`config.mk`:
```
export PLATFORM = sky130hd
export DESIGN_NAME = mul_arb
export DESIGN_NICKNAME = d
export VERILOG_FILES = /design/src/rtl/mul_arb.sv
export SDC_FILE = /design/constraint.sdc
export NUM_CORES = 1
export LEC_CHECK = 0
export ABC_AREA = 1
export CAP_MARGIN = 20
export CORE_UTILIZATION = 35
export DETAILED_ROUTE_END_ITERATION = 8
export MAX_ROUTING_LAYER = met4
export PLACE_DENSITY = 0.75
export SYNTH_ARGS = -nofsm -noshare
export SYNTH_HDL_FRONTEND = slang
export SYNTH_SLANG_ARGS = --single-unit
```
`constraint.sdc`:
```
create_clock -name clk -period 3 [get_ports clk]
set_input_delay 0.45 -clock clk [delete_from_list [all_inputs] [get_ports clk]]
set_output_delay 0.45 -clock clk [all_outputs]
set_load 0.03 [all_outputs]
```
`src/rtl/mul_arb.sv`:
```
// mul_arb: round-robin sharing of one combinational XLEN x XLEN multiplier between two issue lanes.
// Define MUL_ARB_STATS_EN to add the stat_busy / stat_conflict activity counters.
`timescale 1ns/1ps

module mul_arb #(
  parameter int unsigned XLEN      = 32,
  parameter int unsigned PRIO_INIT = 0
) (
  input  logic                 clk,
  input  logic                 rst,
  input  logic                 flush,
  input  logic [1:0]           req_valid,
  output logic [1:0]           req_ready,
  input  logic [1:0][1:0]      req_op,
  input  logic [1:0][XLEN-1:0] req_rdata1,
  input  logic [1:0][XLEN-1:0] req_rdata2,
  output logic [1:0]           resp_valid,
  input  logic [1:0]           resp_ready,
  output logic [1:0][XLEN-1:0] resp_result,
  output logic [XLEN-1:0]      mul_rdata1,
  output logic [XLEN-1:0]      mul_rdata2,
  output logic [3:0]           mul_op,
  input  logic [XLEN-1:0]      mul_result
`ifdef MUL_ARB_STATS_EN
  ,
  output logic [31:0]          stat_busy,
  output logic [31:0]          stat_conflict
`endif
);

  logic       s1_valid;
  logic       s1_lane;
  logic       ptr;
  logic [1:0] outstanding;
  logic [1:0] eligible;
  logic [1:0] grant;
  logic       grant_lane;

  // A lane is busy while its op sits in stage 1 or its result waits unconsumed.
  always_comb begin
    outstanding    = 2'b00;
    outstanding[0] = (s1_valid & ~s1_lane) | (resp_valid[0] & ~resp_ready[0]);
    outstanding[1] = (s1_valid &  s1_lane) | (resp_valid[1] & ~resp_ready[1]);
    eligible       = req_valid & ~outstanding & {2{~flush & ~rst}};
    grant          = eligible;
    if (&eligible) begin
      grant = ptr ? 2'b10 : 2'b01;
    end
    grant_lane = grant[1];
  end

  assign req_ready = grant;

  // Stage 1 operand register, pointer, and per-lane response buffers.
  always_ff @(posedge clk) begin
    if (rst) begin
      ptr         <= 1'(PRIO_INIT);
      s1_valid    <= 1'b0;
      s1_lane     <= 1'b0;
      mul_rdata1  <= '0;
      mul_rdata2  <= '0;
      mul_op      <= 4'b0000;
      resp_valid  <= 2'b00;
      resp_result <= '0;
    end else begin
      s1_valid <= |grant;
      if (|grant) begin
        ptr        <= ~grant_lane;
        s1_lane    <= grant_lane;
        mul_rdata1 <= req_rdata1[grant_lane];
        mul_rdata2 <= req_rdata2[grant_lane];
        mul_op     <= 4'b0001 << req_op[grant_lane];
      end
      for (int i = 0; i < 2; i++) begin
        if (flush) begin
          resp_valid[i] <= 1'b0;
        end else if (s1_valid && (s1_lane == 1'(i))) begin
          resp_valid[i]  <= 1'b1;
          resp_result[i] <= mul_result;
        end else if (resp_ready[i]) begin
          resp_valid[i] <= 1'b0;
        end
      end
    end
  end

`ifdef MUL_ARB_STATS_EN
  // Free-running activity counters; only reset clears them.
  always_ff @(posedge clk) begin
    if (rst) begin
      stat_busy     <= 32'd0;
      stat_conflict <= 32'd0;
    end else begin
      if (s1_valid) begin
        stat_busy <= stat_busy + 32'd1;
      end
      if (&eligible) begin
        stat_conflict <= stat_conflict + 32'd1;
      end
    end
  end
`endif

endmodule

```
# Word level (Yosys, flattened, before mapping)
# Index checks and enable logic that the tools add are counted.
[word_totals] output_inout_bits=136 inputBits=171 register_bits=137
[classes] n_bitwise=16 n_lt_le_gt_ge=1 mux=12 shift=1 reduce_logical=9
[op_table] op="$mux W32" n=4
[op_table] op="$mux W2" n=4
[op_table] op="$not A1 Y1" n=6
[op_table] op="$reduce_and A2 Y1" n=3
[op_table] op="$and A1 B1 Y1" n=5
[op_table] op="$and A2 B2 Y2" n=2
[op_table] op="$mux W1" n=4
[op_table] op="$reduce_bool A2 Y1" n=2
[op_table] op="$reduce_or A2 Y1" n=2
[op_table] op="$shl A1 B2 Y4 const A" n=1
[op_table] op="$logic_and A1 B1 Y1" n=2
[op_table] op="$lt A1 B2 Y1 const B" n=1
[op_table] op="$not A2 Y2" n=1
[op_table] op="$or A1 B1 Y1" n=2

# Logic depth before layout (Yosys ltp)
# Gate-level depths: netlist of run 1.
[depth] depth_word=11 depth_mapped=13 depth_no_buf=12

# Worst setup path before layout of run 1
# OpenSTA, ideal clock, no wires.
[synth_path] path_kind="input to output" from="in rst" to="out req_ready[1]" t_arrival_ns=1.351 cell_stages=7 required_ns=2.550 setup_slack_ns=1.199 cell_sequence="buf_2 > inv_4 > nand3_4 > nor2_4 > nand2_2 > nand2_4 > buf_2"
[synth_between] elab_chain_cells=5
[synth_lines] element="start: declaration" line_no="10" rtl="input logic rst,"
[synth_lines] element="$not A1 Y1 (*)" line_no="44" rtl="eligible = req_valid & ~outstanding & {2{~flush & ~rst}};"
[synth_lines] element="$and A1 B1 Y1 (*)" line_no="44"
[synth_lines] element="$and A2 B2 Y2 (*)" line_no="44"
[synth_lines] element="$reduce_and A2 Y1" line_no="46" rtl="if (&eligible) begin"
[synth_lines] element="$mux W2 (*)" line_no="46"
[synth_lines] element="end: declaration" line_no="13" rtl="output logic [1:0] req_ready,"
# Mark *: on every way between the ends. The rest lies on a longest branch, timed or not.

# Worst setup path after layout of run 1
[layout_path] from="in flush" to="out req_ready[0]"
[layout_between] elab_chain_cells=5
[layout_lines] element="start: declaration" line_no="11" rtl="input logic flush,"
[layout_lines] element="$not A1 Y1 (no source line) (*)"
[layout_lines] element="$and A1 B1 Y1 (*)" line_no="44"
[layout_lines] element="$and A2 B2 Y2 (*)" line_no="44"
[layout_lines] element="$reduce_and A2 Y1" line_no="46"
[layout_lines] element="$mux W2 (*)" line_no="46"
# Marks and branches as above.

==> flow_summary.json, run 1 <==
{
  "status": "finished clean",
  "critPathLaunchType": "primary input",
  "syn_nets": 855,
  "worstReg2RegEnd": "mul_rdata2[18]",
  "crit_type": "in -> out",
  "drc_errors": 0,
  "cap_violations": 0,
  "cts_inserted_buffers": 17,
  "fin_crit_ns": 2.32,
  "clkTransAtPathRegs_ns": 0.07,
  "area_growth_pct": 70.3,
  "rows": 44,
  "layout-drive-gt1-share_pct": 5.60,
  "first_iter_violations": 307,
  "htreeDepth": 4,
  "drt_wl_total_mm": 18.0,
  "postSynthCellCount": 684,
  "worst_ep_arrival_time_ns": 1.87,
  "cts-resized-gates": 0,
  "grt_max_degree": 75,
  "root_buffer": "clkbuf_16",
  "place_hpwl_mm": 12.7,
  "drt_pass1_iterations": 5,
  "antenna_found_initial": 1,
  "power_density_nw_per_um2": 529,
  "die_w_um": 125,
  "avgSynthCellArea_um2": 7.70,
  "max_freq_ghz": 0.431,
  "rsz0062_at_grt": "no",
  "synth_seq_cells": 137,
  "p_leak_nw": 3.42,
  "finClkSkew_ns": 0.0103,
  "top_layer": "met4",
  "start_util_pct": 36.1,
  "viasPerCell": 4.81,
  "end_kind": "output port",
  "relSlewSlack_pct": 55.2,
  "vias": 5608,
  "portBuffers": 306,
  "post_cts_buffers": 0,
  "hold_path_end": "resp_valid[1]",
  "wl_met1_mm": 7.33,
  "die_area_um2": 15500,
  "slew_violations": 0,
  "grt_use_total_pct": 23.8,
  "r2r_slack_ns": 1.20,
  "r2r_start": "s1_valid",
  "overflow": 0,
  "core-area_um2": 14600,
  "hold_viol": 0,
  "finalSetupTns_ns": 0,
  "path_max_fanout": 13,
  "ant_nets": 0,
  "fin_nets": 1140,
  "yosysWarnings": 0,
  "period_share_pct": 77.3,
  "wl_per_cell_um": 15.4,
  "hold_buffers": 0,
  "die_h_um": 125,
  "max_slew.worst_pin.slew_ns": 0.671,
  "grt_pass1_wl_mm": 28.4,
  "grt_pass1_vias": 5448,
  "wl_met2_mm": 8.72,
  "io_pins": 307,
  "cts_tree": "yes",
  "min_path_cells": 4,
  "peakVddDrop_uv": 571,
  "synth_cell_types": 21,
  "syn_area_um2": 5270,
  "worstHoldStart": "rst",
  "cp.required_ns": 2.55,
  "ff2ff_path_depth": 11,
  "cts.path.max_buffers": 2,
  "yosysSeqAreaShare_pct": 52.1,
  "hold_class": "in -> reg",
  "setup_viol": 0,
  "wl_met3_mm": 1.67,
  "clock_latency_ns": 0.42,
  "fin_util_pct": 61.5,
  "clock-sinks": 137,
  "gp_congestion": 0.847
}
[cell type report]
class	instances	area (um2)
well taps	184	230
inverters	55	209
clock buffers	17	425
diodes	1	2.50
fillers	1265	5620
clock inverters	15	133
multi-input cells	444	2080
flip-flops and latches	137	2740
repair buffers	314	3150
[report_power, final]
part | internal (mW) | switching, mW | total [mW]
sequential | 1.90 | 0.0430 | 1.95
combinational | 0.408 | 0.401 | 0.809
clock | 1.09 | 0.896 | 1.99
total | 3.40 | 1.34 | 4.75
[stage by stage]
| step | setup slack [ns] | instances | hold slack, ns | cell area (um2) | total power [mW] |
|---|---|---|---|---|---|
| CTS | 0.677 | 1166 | 0.350 | 8970 | 4.80 |
| detailed placement | 0.687 | 1134 | 0.437 | 8410 | 2.80 |
| finish | 0.680 | 1167 | 0.365 | 8970 | 4.75 |
| global placement | 0.710 | 1134 | 0.431 | 8410 | 2.79 |
| global route | 0.570 | 1167 | 0.368 | 8970 | 4.95 |
| floorplan | 1.20 | 684 | 0.452 | 5270 | 2.35 |
[cell usage after synthesis, drive strengths merged]
| library cell | number | share of area (%) |
|---|---|---|
| dfxtp | 137 | 52 |
| nand2 | 168 | 12 |
| nor2 | 70 | 5.2 |
| nand3 | 18 | 1.9 |
| nand3b | 1 | 0.14 |
| o21ai | 65 | 6.2 |
| inv | 55 | 4.0 |
| a21oi | 67 | 6.4 |
| a22oi | 29 | 4.1 |
| clkbuf | 26 | 1.9 |
| a31oi | 26 | 3.1 |
| buf | 22 | 2.8 |
[flip-flops by register name (all words and copies together), names as in the netlist]
| signal | cells |
|---|---|
| mul_op | 4 |
| mul_rdata1 | 32 |
| mul_rdata2 | 32 |
| ptr | 1 |
| resp_result | 64 |
| resp_valid | 2 |
| s1_lane | 1 |
| s1_valid | 1 |
[cells by family after synthesis]
logic type      count (synthesis)  share of synthesized area (%)
simple gates                  257                           19.5
flops                         137                           52.1
buf+inv                       103                           8.67
compound gates                187                           19.8
[cell usage in the layout, fill, tap and decap left out]
cell,instances
clkbuf_16,17
nand3_4,1
buf_12,3
inv_1,51
nand2_1,164
clkdlybuf4s50_1,303
nand2_4,1
clkinvlp_4,2
nand2_2,3
a21oi_1,67
clkinv_2,1
o21ai_0,65
buf_4,7
nand3_2,1
inv_4,1
buf_2,1
inv_6,8
clkinv_4,1
a22oi_1,29
nor2_1,68
inv_2,3
nor2_4,2
inv_8,3
nand3_1,16
diode_2,1
a31oi_1,26
dfxtp_1,137
nand3b_1,1
[how the worst max path moves through the flow]
stage             startpoint           end  cells after the start
2_1_floorplan            rst  req_ready[1]                      7
3_3_place_gp           flush  req_ready[0]                      9
3_5_place_dp           flush  req_ready[0]                      9
4_1_cts                flush  req_ready[0]                      9
5_1_grt        resp_ready[1]  req_ready[0]                      9
6_report               flush  req_ready[0]                      9
[layer usage]
layer | track usage (%) | vias up
met2 | 40.1 | 247
met1 | 26.8 | 2531
met4 | 6.80 | 0
li1 | - | 2808
met3 | 7.95 | 22
met5 | - | -
[worst max-delay path, cell delays in order]
cell and delay (ns):
clkdlybuf4s50_1 0.43, inv_2 0.11, nand2_2 0.08, nor2_1 0.09, nand2_1 0.09, inv_2 0.08, nand2_1 0.08, inv_2 0.23
buf_4 0.22
Note: power is estimated with default switching activity, not from simulation.
==> run 2: changes to the inputs <==
==> constraint.sdc (replaced) <==
create_clock -name clk -period 2.33 [get_ports clk]
set_input_delay 0.3495 -clock clk [delete_from_list [all_inputs] [get_ports clk]]
set_output_delay 0.3495 -clock clk [all_outputs]
set_load 0.03 [all_outputs]
==> flow_summary.json, run 2 (synthesis gave the netlist of run 1 again) <==
{
  "status": "finished clean",
  "place_hpwl_mm": 13.0,
  "final_common_cell": "clkdlybuf4s50_1",
  "first_iter_violations": 304,
  "post_dp_cell_area_um2": 8520,
  "cts_tree": "yes",
  "die_h_um": 125,
  "n_fill_cell": 1266,
  "crit_slowest_cell": "clkdlybuf4s50_1",
  "r2r_slack_ns": 0.60,
  "post_cts_buffers": 0,
  "setup_viol": 0,
  "io_pins": 307,
  "finalSetupTns_ns": 0,
  "layout-drive-gt1-share_pct": 6.46,
  "slew_violations": 0,
  "max_freq_ghz": 0.464,
  "top_register": "resp_result",
  "cts-resized-gates": 0,
  "cp_slowest_stage_delay_ns": 0.43,
  "die_w_um": 125,
  "clock_latency_ns": 0.42,
  "critPathLaunchType": "primary input",
  "end_kind": "output port",
  "hold_buffers": 0,
  "htreeDepth": 4,
  "cts.path.max_buffers": 2,
  "clkTransAtPathRegs_ns": 0.06,
  "grt_pass1_wl_mm": 29.0,
  "wl_per_cell_um": 15.5,
  "worst_ep_arrival_time_ns": 1.81,
  "power_density_nw_per_um2": 697,
  "worstPathCellList": "clkdlybuf4s50_1 > inv_2 > nand3_4 > nor2_4 > nand2_2 > nand2_4 > buf_4",
  "root_buffer": "clkbuf_16",
  "hold_viol": 0,
  "grt_pass1_vias": 5471,
  "layout_common_cells": "303 x clkdlybuf4s50_1, 164 x nand2_1, 137 x dfxtp_1, 68 x nor2_1, 67 x a21oi_1",
  "path_max_fanout": 25,
  "p_leak_nw": 3.50,
  "drt_pass1_iterations": 5,
  "cts_inserted_buffers": 17,
  "fin_nets": 1149,
  "viasPerCell": 4.77,
  "period_share_pct": 92.5,
  "gp_congestion": 0.828,
  "overflow": 0,
  "largest_reg_flops": 64,
  "grt_max_degree": 75,
  "peakVddDrop_uv": 469,
  "die_area_um2": 15500,
  "rows": 44,
  "relSlewSlack_pct": 55.1,
  "hold_class": "in -> reg",
  "ant_nets": 0,
  "max_slew.worst_pin.slew_ns": 0.673,
  "start_util_pct": 36.1,
  "cap_violations": 0,
  "portBuffers": 306,
  "drc_errors": 0,
  "cp.required_ns": 1.98,
  "core-area_um2": 14600,
  "antenna_found_initial": 3,
  "fin_crit_ns": 2.16,
  "drt_wl_total_mm": 18.3,
  "area_growth_pct": 73.3,
  "finClkSkew_ns": 0.00938,
  "vias": 5622,
  "rsz0062_at_grt": "no",
  "top_regs": "resp_result: 64 flops, mul_rdata1: 32 flops, mul_rdata2: 32 flops",
  "final_area_um2": 9130,
  "clock-sinks": 137,
  "crit_type": "in -> out",
  "grt_use_total_pct": 24.3
}
## run 2: cell count changes in the layout (fill, tap and decap cells not counted)
cell / change
buf_12: +3
buf_4: +6
bufinv_16: +3
clkbuf_8: +1
clkinv_2: +3
clkinv_4: +1
diode_2: +2
inv_6: -5
inv_8: -3
## run 2: cell type report
class,instances,area (um2),share of cell area [%]
Antenna cell,3,7.51,0.0822
Clock buffer,18,439,4.81
Clock inverter,14,169,1.85
Inverter,55,209,2.29
Multi-Input combinational cell,444,2080,22.8
Sequential cell,137,2740,30.0
Tap cell,184,230,2.52
Timing Repair Buffer,323,3260,35.6
## run 2: path summary, 6_finish.rpt
kind                   startpoint         endpoint  cells after the start
hold reg to reg   resp_result[16]  resp_result[16]                      2
hold / removal                rst    resp_valid[1]                      4
setup / recovery            flush     req_ready[1]                      7
setup reg to reg          s1_lane   mul_rdata1[16]                     10
## run 2: metrics by stage
stage	power (mW)	utilization, %	worst slack (ns)	hold slack, ns	std cells
after global routing	6.61	62.6	0.0507	0.264	1178
after global placement	3.61	58.4	0.178	0.431	1143
final	6.36	62.6	0.175	0.254	1178
after detailed placement	3.62	58.4	0.163	0.436	1143
after CTS	6.42	62.5	0.160	0.239	1175
after floorplan	3.03	-	0.713	0.452	684
## run 2: critical path: cells and delay by family
kind          cells  cell delay (ns)
buf+inv           3             0.77
simple gates      4             0.67
## run 2: report_power, final
group / total, mW / internal [mW] / switching [mW]
sequential: 2.51 / 2.45 / 0.0546
clock: 2.80 / 1.72 / 1.08
combinational: 1.06 / 0.539 / 0.522
total: 6.36 / 4.71 / 1.66
## run 2: routing by layer
layer	track usage [%]	vias up	share of wire, %
met4	10.2	0	2.2
met1	27.5	2559	41
met5	-	-	0
met2	39.6	213	48
met3	7.65	24	8.1
li1	-	2826	-
